**src/rtl/if_id_reg.sv**
```systemverilog
// IF/ID pipeline boundary register.
// Holds fetched {instruction, address} pairs for the decode stage behind a
// valid/ready handshake. A one-entry skid register absorbs decode
// back-pressure, so ready_o can come straight from a flop and no entry is
// dropped or duplicated. A flush discards everything held and drives a NOP
// bubble.
module if_id_reg #(
    parameter logic [31:0] NOP_INST = 32'h0000_0013,
    parameter logic [31:0] RST_ADDR = 32'h0000_0000
) (
    input  logic        clk,
    input  logic        rst_n,
    input  logic [31:0] inst_i,
    input  logic [31:0] inst_addr_i,
    input  logic        valid_i,
    output logic        ready_o,
    input  logic        flush_i,
    output logic [31:0] inst_o,
    output logic [31:0] inst_addr_o,
    output logic        valid_o,
    input  logic        ready_i
);

    typedef enum logic [1:0] {
        EMPTY = 2'd0,  // main register invalid
        ONE   = 2'd1,  // main valid, skid empty
        FULL  = 2'd2   // main and skid valid (skid is the younger entry)
    } state_t;

    state_t      state, state_nxt;
    logic [31:0] main_inst, main_inst_nxt;
    logic [31:0] main_addr, main_addr_nxt;
    logic [31:0] skid_inst, skid_inst_nxt;
    logic [31:0] skid_addr, skid_addr_nxt;
    logic        valid_q, ready_q;
    logic        fire_in, fire_out;

    assign fire_in  = valid_i & ready_q;
    assign fire_out = valid_q & ready_i;

    // Next-state and next-contents decode; flush overrides every transition.
    always_comb begin
        // NOTE: every signal written here gets a default first so no path
        // leaves one unassigned, which would infer a latch.
        state_nxt     = state;
        main_inst_nxt = main_inst;
        main_addr_nxt = main_addr;
        skid_inst_nxt = skid_inst;
        skid_addr_nxt = skid_addr;

        if (flush_i) begin
            state_nxt     = EMPTY;
            main_inst_nxt = NOP_INST;
            main_addr_nxt = RST_ADDR;
            skid_inst_nxt = NOP_INST;
            skid_addr_nxt = RST_ADDR;
        end else begin
            unique case (state)
                EMPTY: begin
                    if (fire_in) begin
                        state_nxt     = ONE;
                        main_inst_nxt = inst_i;
                        main_addr_nxt = inst_addr_i;
                    end
                end
                ONE: begin
                    if (fire_in && fire_out) begin
                        main_inst_nxt = inst_i;
                        main_addr_nxt = inst_addr_i;
                    end else if (fire_in) begin
                        state_nxt     = FULL;
                        skid_inst_nxt = inst_i;
                        skid_addr_nxt = inst_addr_i;
                    end else if (fire_out) begin
                        // Bubble: instruction becomes NOP, address keeps the
                        // last delivered value.
                        state_nxt     = EMPTY;
                        main_inst_nxt = NOP_INST;
                    end
                end
                FULL: begin
                    // ready_o is low here, so no new entry can arrive.
                    if (fire_out) begin
                        state_nxt     = ONE;
                        main_inst_nxt = skid_inst;
                        main_addr_nxt = skid_addr;
                        skid_inst_nxt = NOP_INST;
                        skid_addr_nxt = RST_ADDR;
                    end
                end
                default: begin
                    state_nxt     = EMPTY;
                    main_inst_nxt = NOP_INST;
                    main_addr_nxt = RST_ADDR;
                end
            endcase
        end
    end

    // State, storage and registered handshake outputs.
    always_ff @(posedge clk or negedge rst_n) begin
        if (!rst_n) begin
            // NOTE: the skid and main data registers are reset too, so the
            // outputs are never X after reset and a stale skid is never seen.
            state     <= EMPTY;
            main_inst <= NOP_INST;
            main_addr <= RST_ADDR;
            skid_inst <= NOP_INST;
            skid_addr <= RST_ADDR;
            valid_q   <= 1'b0;
            ready_q   <= 1'b1;
        end else begin
            // NOTE: non-blocking assignments so every flop samples the
            // pre-edge values regardless of statement order.
            state     <= state_nxt;
            main_inst <= main_inst_nxt;
            main_addr <= main_addr_nxt;
            skid_inst <= skid_inst_nxt;
            skid_addr <= skid_addr_nxt;
            valid_q   <= (state_nxt != EMPTY);
            ready_q   <= (state_nxt != FULL);
        end
    end

    assign inst_o      = main_inst;
    assign inst_addr_o = main_addr;
    assign valid_o     = valid_q;
    assign ready_o     = ready_q;

endmodule

```
**config.mk**
```make
export PLATFORM = sky130hd
export DESIGN_NAME = if_id_reg
export DESIGN_NICKNAME = d
export VERILOG_FILES = /design/src/rtl/if_id_reg.sv
export SDC_FILE = /design/constraint.sdc
export NUM_CORES = 1
export LEC_CHECK = 0
export CAP_MARGIN = 20
export CORE_UTILIZATION = 26
export CTS_CLUSTER_SIZE = 30
export DETAILED_ROUTE_END_ITERATION = 16
export PLACE_DENSITY_LB_ADDON = 0.12
export SYNTH_ARGS = -nofsm -noshare
export SYNTH_HDL_FRONTEND = slang
export SYNTH_SLANG_ARGS = --single-unit
```
**constraint.sdc**
```tcl
create_clock -name clk -period 1.6 [get_ports clk]
set_input_delay 0.32 -clock clk [delete_from_list [all_inputs] [get_ports clk]]
set_output_delay 0.32 -clock clk [all_outputs]
set_load 0.005 [all_outputs]
```
==> impl.org, run 1 <==
** Status
- Status :: finished, violations left
- Violated checks :: setup timing

** Global routing
- Wire length of the first global-routing pass :: just over 30000 um
- Via count of the first global-routing pass :: about 5500
- Pin count of the biggest net entering global routing :: 52
- The total overflow left after global routing is 0.
- The initial antenna violation count came to 1.
- Gr usage total :: roughly 17%

** Worst setup path
- The worst setup path is launched from a register.
- The worst register-to-register path begins at valid_o.
- Data on the critical path is required at its endpoint by about 1900 ps.
- Largest driver fanout on the critical path :: 18
- For flop-to-flop paths, the worst setup slack is -130 ps.
- Tracing the worst setup path back leads to its startpoint at valid_o.
- STA classifies the critical path endpoint as a register.
- Worst Setup EP :: skid_addr[15]
- Data arrival, critical path :: 2020 ps
- FF-to-FF path depth :: 7
- By startpoint and endpoint, the worst setup path is classified as reg2reg.
- Crit Reg-Reg Endpoint :: skid_addr[15]

** Finish
- Relative to the synthesized area, the layout overhead comes to 58.1%.
- Net count of the finished layout :: between 800 and 900
- Final instance area :: roughly 0.0095 mm2
- Cells fill between 40% and 50% of the core in the end.
- Fill cells :: between 2000 and 2500
- Of the cells placed in the final design, the portion with a size suffix greater than 1 is between 20% and 30%.

** Die
- The die covers about 0.024 mm2.
- Io pins :: about 140
- Core footprint :: roughly 0.023 mm2
- Die height :: between 150 and 200 um
- # rows :: 55
- The floorplan step set the die width to 154 um.
- For this configuration, the core starts out at a cell density of a little over a quarter.

** Drt
- DRT iter0 DRCs :: approximately 210
- Aggregate routed wire length :: ~20000 um
- Dividing the detail-routed via count by the number of cells gives between 4 and 5.
- Number of remaining DRC errors :: 0
- The detail route stage leaves a number of antenna-violating nets equal to 0.
- Wire length per cell :: roughly 18 um
- For this run, the detailed router's first-pass iteration total came to 4.
- Across all layers, the routed design uses 5259 vias.

** Clocking
- The clock passes through at most 2 buffers.
- CTS built an H-tree with a depth of 4.
- Clock tree from TritonCTS :: built
- Clock-pin slew reported for the worst setup and hold paths after clock tree synthesis :: roughly 60 ps
- For the worst-skew pair, the clock arrives at the later sink with an insertion delay of between 400 and 500 ps.
- Counting the buffers created by CTS gives 17.
- Clock sink count :: 132
- Clock root buffer master :: clkbuf_16

** Worst hold path
- Type of the tightest min-delay check :: in2async

** Synth
- Summing every instance area after synthesis gives ~0.0060 mm2.
- Net Count, Synth :: approximately 680
- Summing the sequential cell areas from Yosys gives approximately 55% of the chip area.
- For this run, the number of Yosys warnings is 0.
- Synthesized area divided by synthesized cell count :: roughly 9.9 um2
- Synthesis produced a netlist whose cell count is 607.
- Synthesis inferred 132 register bits.
- Number of distinct library cell variants in the gate-level netlist after synthesis :: 31

** STA
- For the pin with the worst max-slew slack, the measured transition is roughly 350 ps.
- Derived from the worst setup path, the maximum achievable clock frequency is between 500 and 600 MHz.
- After layout, the worst path uses 108% of the clock period.
- Setup repair after global routing could not meet its margin everywhere.
- Setup-violating endpoint count in the final report :: 111
- Headroom to the max-slew limit came out at between 70 and 80%.
- On the final layout, the worst clock skew is about 10 ps.
- Fin crit period :: 1730 ps
- Number of failing hold endpoints at the final stage :: 0
- Final setup slack of the worst path :: -128 ps
- In the final timing run, aggregate negative setup slack is -6900 ps.
- The count of final max-slew check failures came to 0.

** Placement
- Routability congestion estimate :: 0.760
- The wire-length estimate of the detail-placed layout is 11600 um.
- Standard cell area after detailed placement :: ~0.0081 mm2
- Port buffering added around 130 buffers.

** Power and ir drop
- Across the VDD grid, the largest voltage drop is 0.000722 V.
- Power spread over the standard cell area amounts to approximately 1200 mW/mm2.
- Summed over all cells, the static leakage comes to 4.33 nW.

** Job
- The tool flagged a number of max-cap violations equal to 0.
## what timing repair did
action	in CTS	in global routing
gates cloned	6	6
pin swaps	22	12
setup endpoints to repair	190	129
hold buffers	1	0
hold endpoints to repair	25	0
resized for setup	109	43
buffers inserted	30	8
## cells in the mapped netlist
cell	instances	area, um2
a22oi_1	32	240
nor2_1	34	128
dfstp_2	7	184
nor2b_4	1	13.8
o21ai_1	1	5.00
inv_1	7	26.3
buf_4	8	60.1
a211oi_2	28	350
buf_1	1	3.75
dfrtp_1	125	3130
nand4_1	1	6.26
nand3_1	2	10.0
and2_1	1	6.26
a21o_1	3	22.5
a221oi_4	1	26.3
a21oi_1	43	215
buf_6	3	33.8
nand2b_1	1	6.26
nor2b_1	33	206
buf_2	13	65.1
clkbuf_1	28	105
or2_2	1	6.26
and4b_1	1	10.0
nand2_2	1	6.26
nand2_1	126	473
o21ai_0	67	335
a221o_1	1	10.0
nor4_1	3	18.8
o2bb2ai_1	29	254
a311oi_2	1	15.0
a211oi_1	4	30.0
## per-stage QoR
step | setup WS, ps | hold WS [ps] | std cells | total power, mW
6_report | -128 | 351 | 1109 | 10.9
5_1_grt | -196 | 353 | 1108 | 11.5
4_1_cts | -108 | 338 | 1097 | 10.9
3_5_place_dp | -497 | 225 | 1028 | 6.13
3_3_place_gp | -427 | 226 | 1028 | 6.09
2_1_floorplan | 33.5 | 24.4 | 607 | 4.93
## where the power goes
group,switching [mW],internal [mW]
logic,1.25,1.36
registers,0.228,3.72
clock network,1.53,2.84
## critical path, cell delays in order (launching register included)
cell,delay (ps)
dfrtp_2,430
buf_6,120
and4b_1,230
a311oi_4,280
buf_4,170
buf_6,120
buf_12,140
o21ai_0,100
## sequential cells by signal, indices dropped and copies added (netlist names)
signal       flops
ready_o          1
valid_o          1
inst_o          32
state            2
skid_inst       32
inst_addr_o     32
skid_addr       32
## cell type report
cell class,count,area [um2],area share [%]
Sequential cell,132,3320,34.9
Inverter,7,26.3,0.277
Clock buffer,19,453,4.77
Multi-Input combinational cell,415,2590,27.3
Clock inverter,13,205,2.16
Antenna cell,1,2.50,0.0264
Tap cell,285,357,3.76
Timing Repair Buffer,237,2540,26.8
## how the worst min path moves through the flow
stage          startpoint               to  slack (ps)  depth (start not counted)
2_1_floorplan       rst_n   inst_addr_o[0]          20                          0
3_3_place_gp        rst_n  inst_addr_o[10]         230                          1
3_5_place_dp        rst_n   inst_addr_o[9]         220                          1
4_1_cts             rst_n   inst_addr_o[9]         340                          2
5_1_grt             rst_n   inst_addr_o[9]         350                          2
6_report            rst_n   inst_addr_o[9]         350                          2
## per-layer routing
layer | GRT usage (%) | up-vias | share of wire, %
met3 | 4.37 | 8 | 5.1
met2 | 27.7 | 132 | 50
met1 | 20.7 | 2592 | 45
li1 | - | 2527 | -
met4 | 6.14 | 0 | 0.68
met5 | 0 | - | 0
## kinds of logic after synthesis
logic type | after synthesis | share of synthesized area [%]
AOI/OAI and AO/OA | 210 | 25.1
DFF | 132 | 55.2
and+or+nand+nor | 205 | 14.8
buffers and inverters | 60 | 4.90
## cells in the final DEF, fill, tap and decap left out, types with 3 or more instances in the layout
master / n
nand2_1: 126
dfrtp_1: 122
o21ai_0: 65
clkdlybuf4s50_1: 65
dlygate4sd2_1: 65
buf_4: 52
a21oi_1: 38
nor2b_1: 32
a211oi_2: 32
a22oi_1: 32
o2bb2ai_1: 29
clkbuf_16: 22
buf_6: 20
buf_12: 20
nor2_2: 16
nor2_1: 9
nor2_4: 9
inv_1: 7
dfstp_2: 7
bufinv_16: 5
buf_16: 5
a21oi_4: 3
o21ai_1: 3
nor4_1: 3
clkinvlp_4: 3
clkinv_2: 3
buf_2: 3
dfrtp_2: 3
No activity file was read; power rests on OpenSTA's default activity.
==> inputs of run 2 (changes only) <==
--- a/config.mk
+++ b/config.mk
@@ -5,6 +5,7 @@
 export SDC_FILE = /design/constraint.sdc
 export NUM_CORES = 1
 export LEC_CHECK = 0
+export ABC_CLOCK_PERIOD_IN_PS = 1600
 export CAP_MARGIN = 20
 export CORE_UTILIZATION = 26
 export CTS_CLUSTER_SIZE = 30
==> results of run 2 <==
No change in the layout: final DEF, timing and power equal those of run 1.
==> inputs of run 3 (changes only) <==
--- a/config.mk
+++ b/config.mk
@@ -10,6 +10,7 @@
 export CORE_UTILIZATION = 26
 export CTS_CLUSTER_SIZE = 30
 export DETAILED_ROUTE_END_ITERATION = 16
+export GPL_ROUTABILITY_DRIVEN = 1
 export PLACE_DENSITY_LB_ADDON = 0.12
 export SYNTH_ARGS = -nofsm -noshare
 export SYNTH_HDL_FRONTEND = slang
==> constraint.sdc (replaced) <==
create_clock -name clk -period 1.6 [get_ports clk]
set_input_delay 0.32 -clock clk [delete_from_list [all_inputs] [get_ports clk]]
set_output_delay 0.32 -clock clk [all_outputs]
set_load 0.02 [all_outputs]
==> run 3 against run 2 <==
The run still ends with setup timing left; power shrank 4.0%; count of clock-buffer cells in the layout shrank 2; critical path type unchanged; die area is the same; highest routed layer unchanged; critical endpoint is now inst_addr_o[8]; register-to-register slack gained 120 ps.
==> impl.org, run 3 (synthesis results as in run 1) <==
** Status
- Status :: finished, violations left
- Violated checks :: setup timing

** Placement
- In this run the tool buffered the top-level ports with about 130 buffer cells.
- Standard cell area after detailed placement :: between 0.007 and 0.008 mm2
- Routability-driven placement finished with a final weighted congestion of 0.808.
- DP Worst Slack :: -492 ps
- Total placed cells including tap cells :: approximately 1000
- Sum of net half-perimeters after detailed placement :: ~11000 um

** Drt
- After detailed routing, the average wire length per cell comes to 17.7 um.
- Summed over all layers, the routed wires come to around 19000 um.
- Number of remaining DRC errors :: 0
- DRT iter0 DRCs :: between 150 and 200
- The detail route stage leaves a number of antenna-violating nets equal to 0.
- First-pass detailed-route iteration total :: 5
- In the routed layout, each cell is associated on average with a via count of 4.77.
- Routed vias :: around 5100

** Worst setup path
- Origin of the critical flop-to-flop path :: state[0]
- Nature of the critical path startpoint :: register
- At the worst endpoint, the arrival time is about 1900 ps.
- The setup path with the least slack is of type reg2reg.
- Of all nets on the critical path, the largest fanout is 7.
- The slowest stage of the critical path belongs to the cell dfrtp_2.
- In this run the critical register-to-register path is captured at inst_addr_o[8].
- Worst setup slack for register-to-register paths :: -10 ps
- The largest single stage delay on the critical path is 460 ps.
- Critical Path End Type :: register
- Counting cells, the worst reg-to-reg path comes to 6.
- The signal on the critical path passes through buf_4 > a221oi_4 > buf_6 > clkbuf_16 > nor2_1 > a211oi_2.
- Broken down by cell family, the worst path's largest delay share belongs to compound AO/OA/AOI/OAI gates.
- Together, buffers and inverters on the worst path number 3.
- At the worst endpoint, the required time is 1930 ps.

** Finish
- Leaving out fill and tap cells, the most frequent cell in the layout is nand2_1.
- After routing the design area is about 0.0091 mm2.
- Counting the fill cells in the layout gives 2217.
- For this run, the post-layout net count is between 800 and 900.
- Relative to the synthesized area, the layout overhead comes to 50.8%.
- Measured on the finished design, the core utilization comes to between 30% and 40%.
- Antenna diode count :: 0
- In the final layout, the share of cells above drive strength 1 is a little over a fifth.
- The top cell types in the final layout, fill and taps aside, are nand2_1, dfrtp_1, clkdlybuf4s50_1, dlygate4sd2_1, o21ai_0.
- Excluding fillers, the count of instances in the completed layout stands at between 1000 and 1500.

** STA
- After routing, the total negative slack on setup checks comes to -17.2 ps.
- Fin crit period :: ~1600 ps
- Final setup slack of the worst path :: -12.4 ps
- Highest achievable clock rate :: a little over 600 MHz
- The tightest hold path in the finished design has a slack of ~240 ps.
- Setup violations remaining at the end of the flow were counted as 2.
- After layout, the worst path uses 101% of the clock period.
- Worst-margin pin slew :: about 450 ps
- Worst-case headroom to the max-slew limit :: around 70%
- The count of final max-slew check failures is 0.
- RSZ-0062 raised after global routing :: true
- The number of hold violations in the final report was 0.
- Clock skew :: about 11 ps

** Worst hold path
- Hold Path Origin :: flush_i
- Worst-case hold path end point :: inst_addr_o[4]
- Type of the tightest min-delay check :: in2reg
- The worst hold path passes through 2 cells.

** Job
- Number of max-capacitance violations reported :: 0

** Clocking
- Clock tree from TritonCTS :: built
- The cell sitting at the root of the clock tree is a clkbuf_16.
- Deepest level of the CTS H-tree :: 4
- Maximum root-to-sink buffer count :: 2
- Clock-pin slew reported for the worst setup and hold paths after clock tree synthesis :: about 60 ps
- For this design, the sink count on the clock tree is ~130.
- Number of buffers created by CTS :: 17
- Clock network latency to the later pin of the worst-skew pair :: about 420 ps

** Die
- Die height :: between 150 and 200 um
- Core footprint :: 0.0226 mm2
- Die outline width :: around 150 um
- In this run the count of I/O pins placed on the die edge is about 140.
- Row generation in the floorplan step produced between 50 and 60 rows.
- Die footprint :: roughly 0.024 mm2
- For this configuration, the core starts out at a cell density of around a quarter.

** Global routing
- After global routing the overflow that remains totals 0.
- Via count of the first global-routing pass :: between 5000 and 6000
- The first global-routing pass estimated 28600 um of wire.
- Gr usage total :: 15.5%
- The initial antenna violation count is 0.
- Entering global routing, the biggest net connects 46 pins.

** Power and ir drop
- The worst-case IR drop observed on VDD is 0.000755 V.
- The analysis attributes to cell leakage a power of 4.13 nW.
- Overall power consumption after layout is estimated at 10.5 mW.
- Power density cells :: approximately 1200 mW/mm2
[run 3: cell count changes in the layout (fill, tap and decap cells not counted), sizes merged]
cell and delta:
buf -39, clkbuf +6, dlygate4sd2 -3, bufinv -2
inv +2, bufbuf +1, clkinv +1, clkinvlp -1
diode -1
[run 3: timing repair]
action	CTS	global route
gates resized for setup	81	47
pin swaps	5	12
endpoints found under the hold margin	32	0
cloned	2	10
setup endpoints to repair	180	127
hold buffers	1	0
setup buffers	7	15
[run 3: how the worst max path moves through the flow]
stage / end / from / cells past startpoint
finish: inst_addr_o[8] / state[0] / 6
global route: skid_inst[4] / state[0] / 6
CTS: inst_o[3] / ready_o / 5
detailed placement: skid_addr[16] / ready_i / 5
global placement: skid_addr[3] / ready_i / 5
floorplan: skid_inst[14] / valid_o / 7
[run 3: cell type report]
type | count | area (um2) | area share (%)
multi-input cells | 415 | 2490 | 27.6
flip-flops and latches | 132 | 3320 | 36.6
repair buffers | 204 | 2270 | 25.1
clock inverters | 13 | 160 | 1.77
clock buffers | 17 | 425 | 4.70
inverters | 7 | 26.3 | 0.290
well taps | 285 | 357 | 3.94
[run 3: per-layer routing]
metal | track usage [%] | part of all wire, %
met5 | 0 | 0
met4 | 4.57 | 0.77
met3 | 3.78 | 4.2
met2 | 24.9 | 47
met1 | 20.6 | 48
[run 3: power by group]
part	switching, mW	internal, mW
clock	1.50	2.43
sequential	0.218	3.72
combinational	1.38	1.24
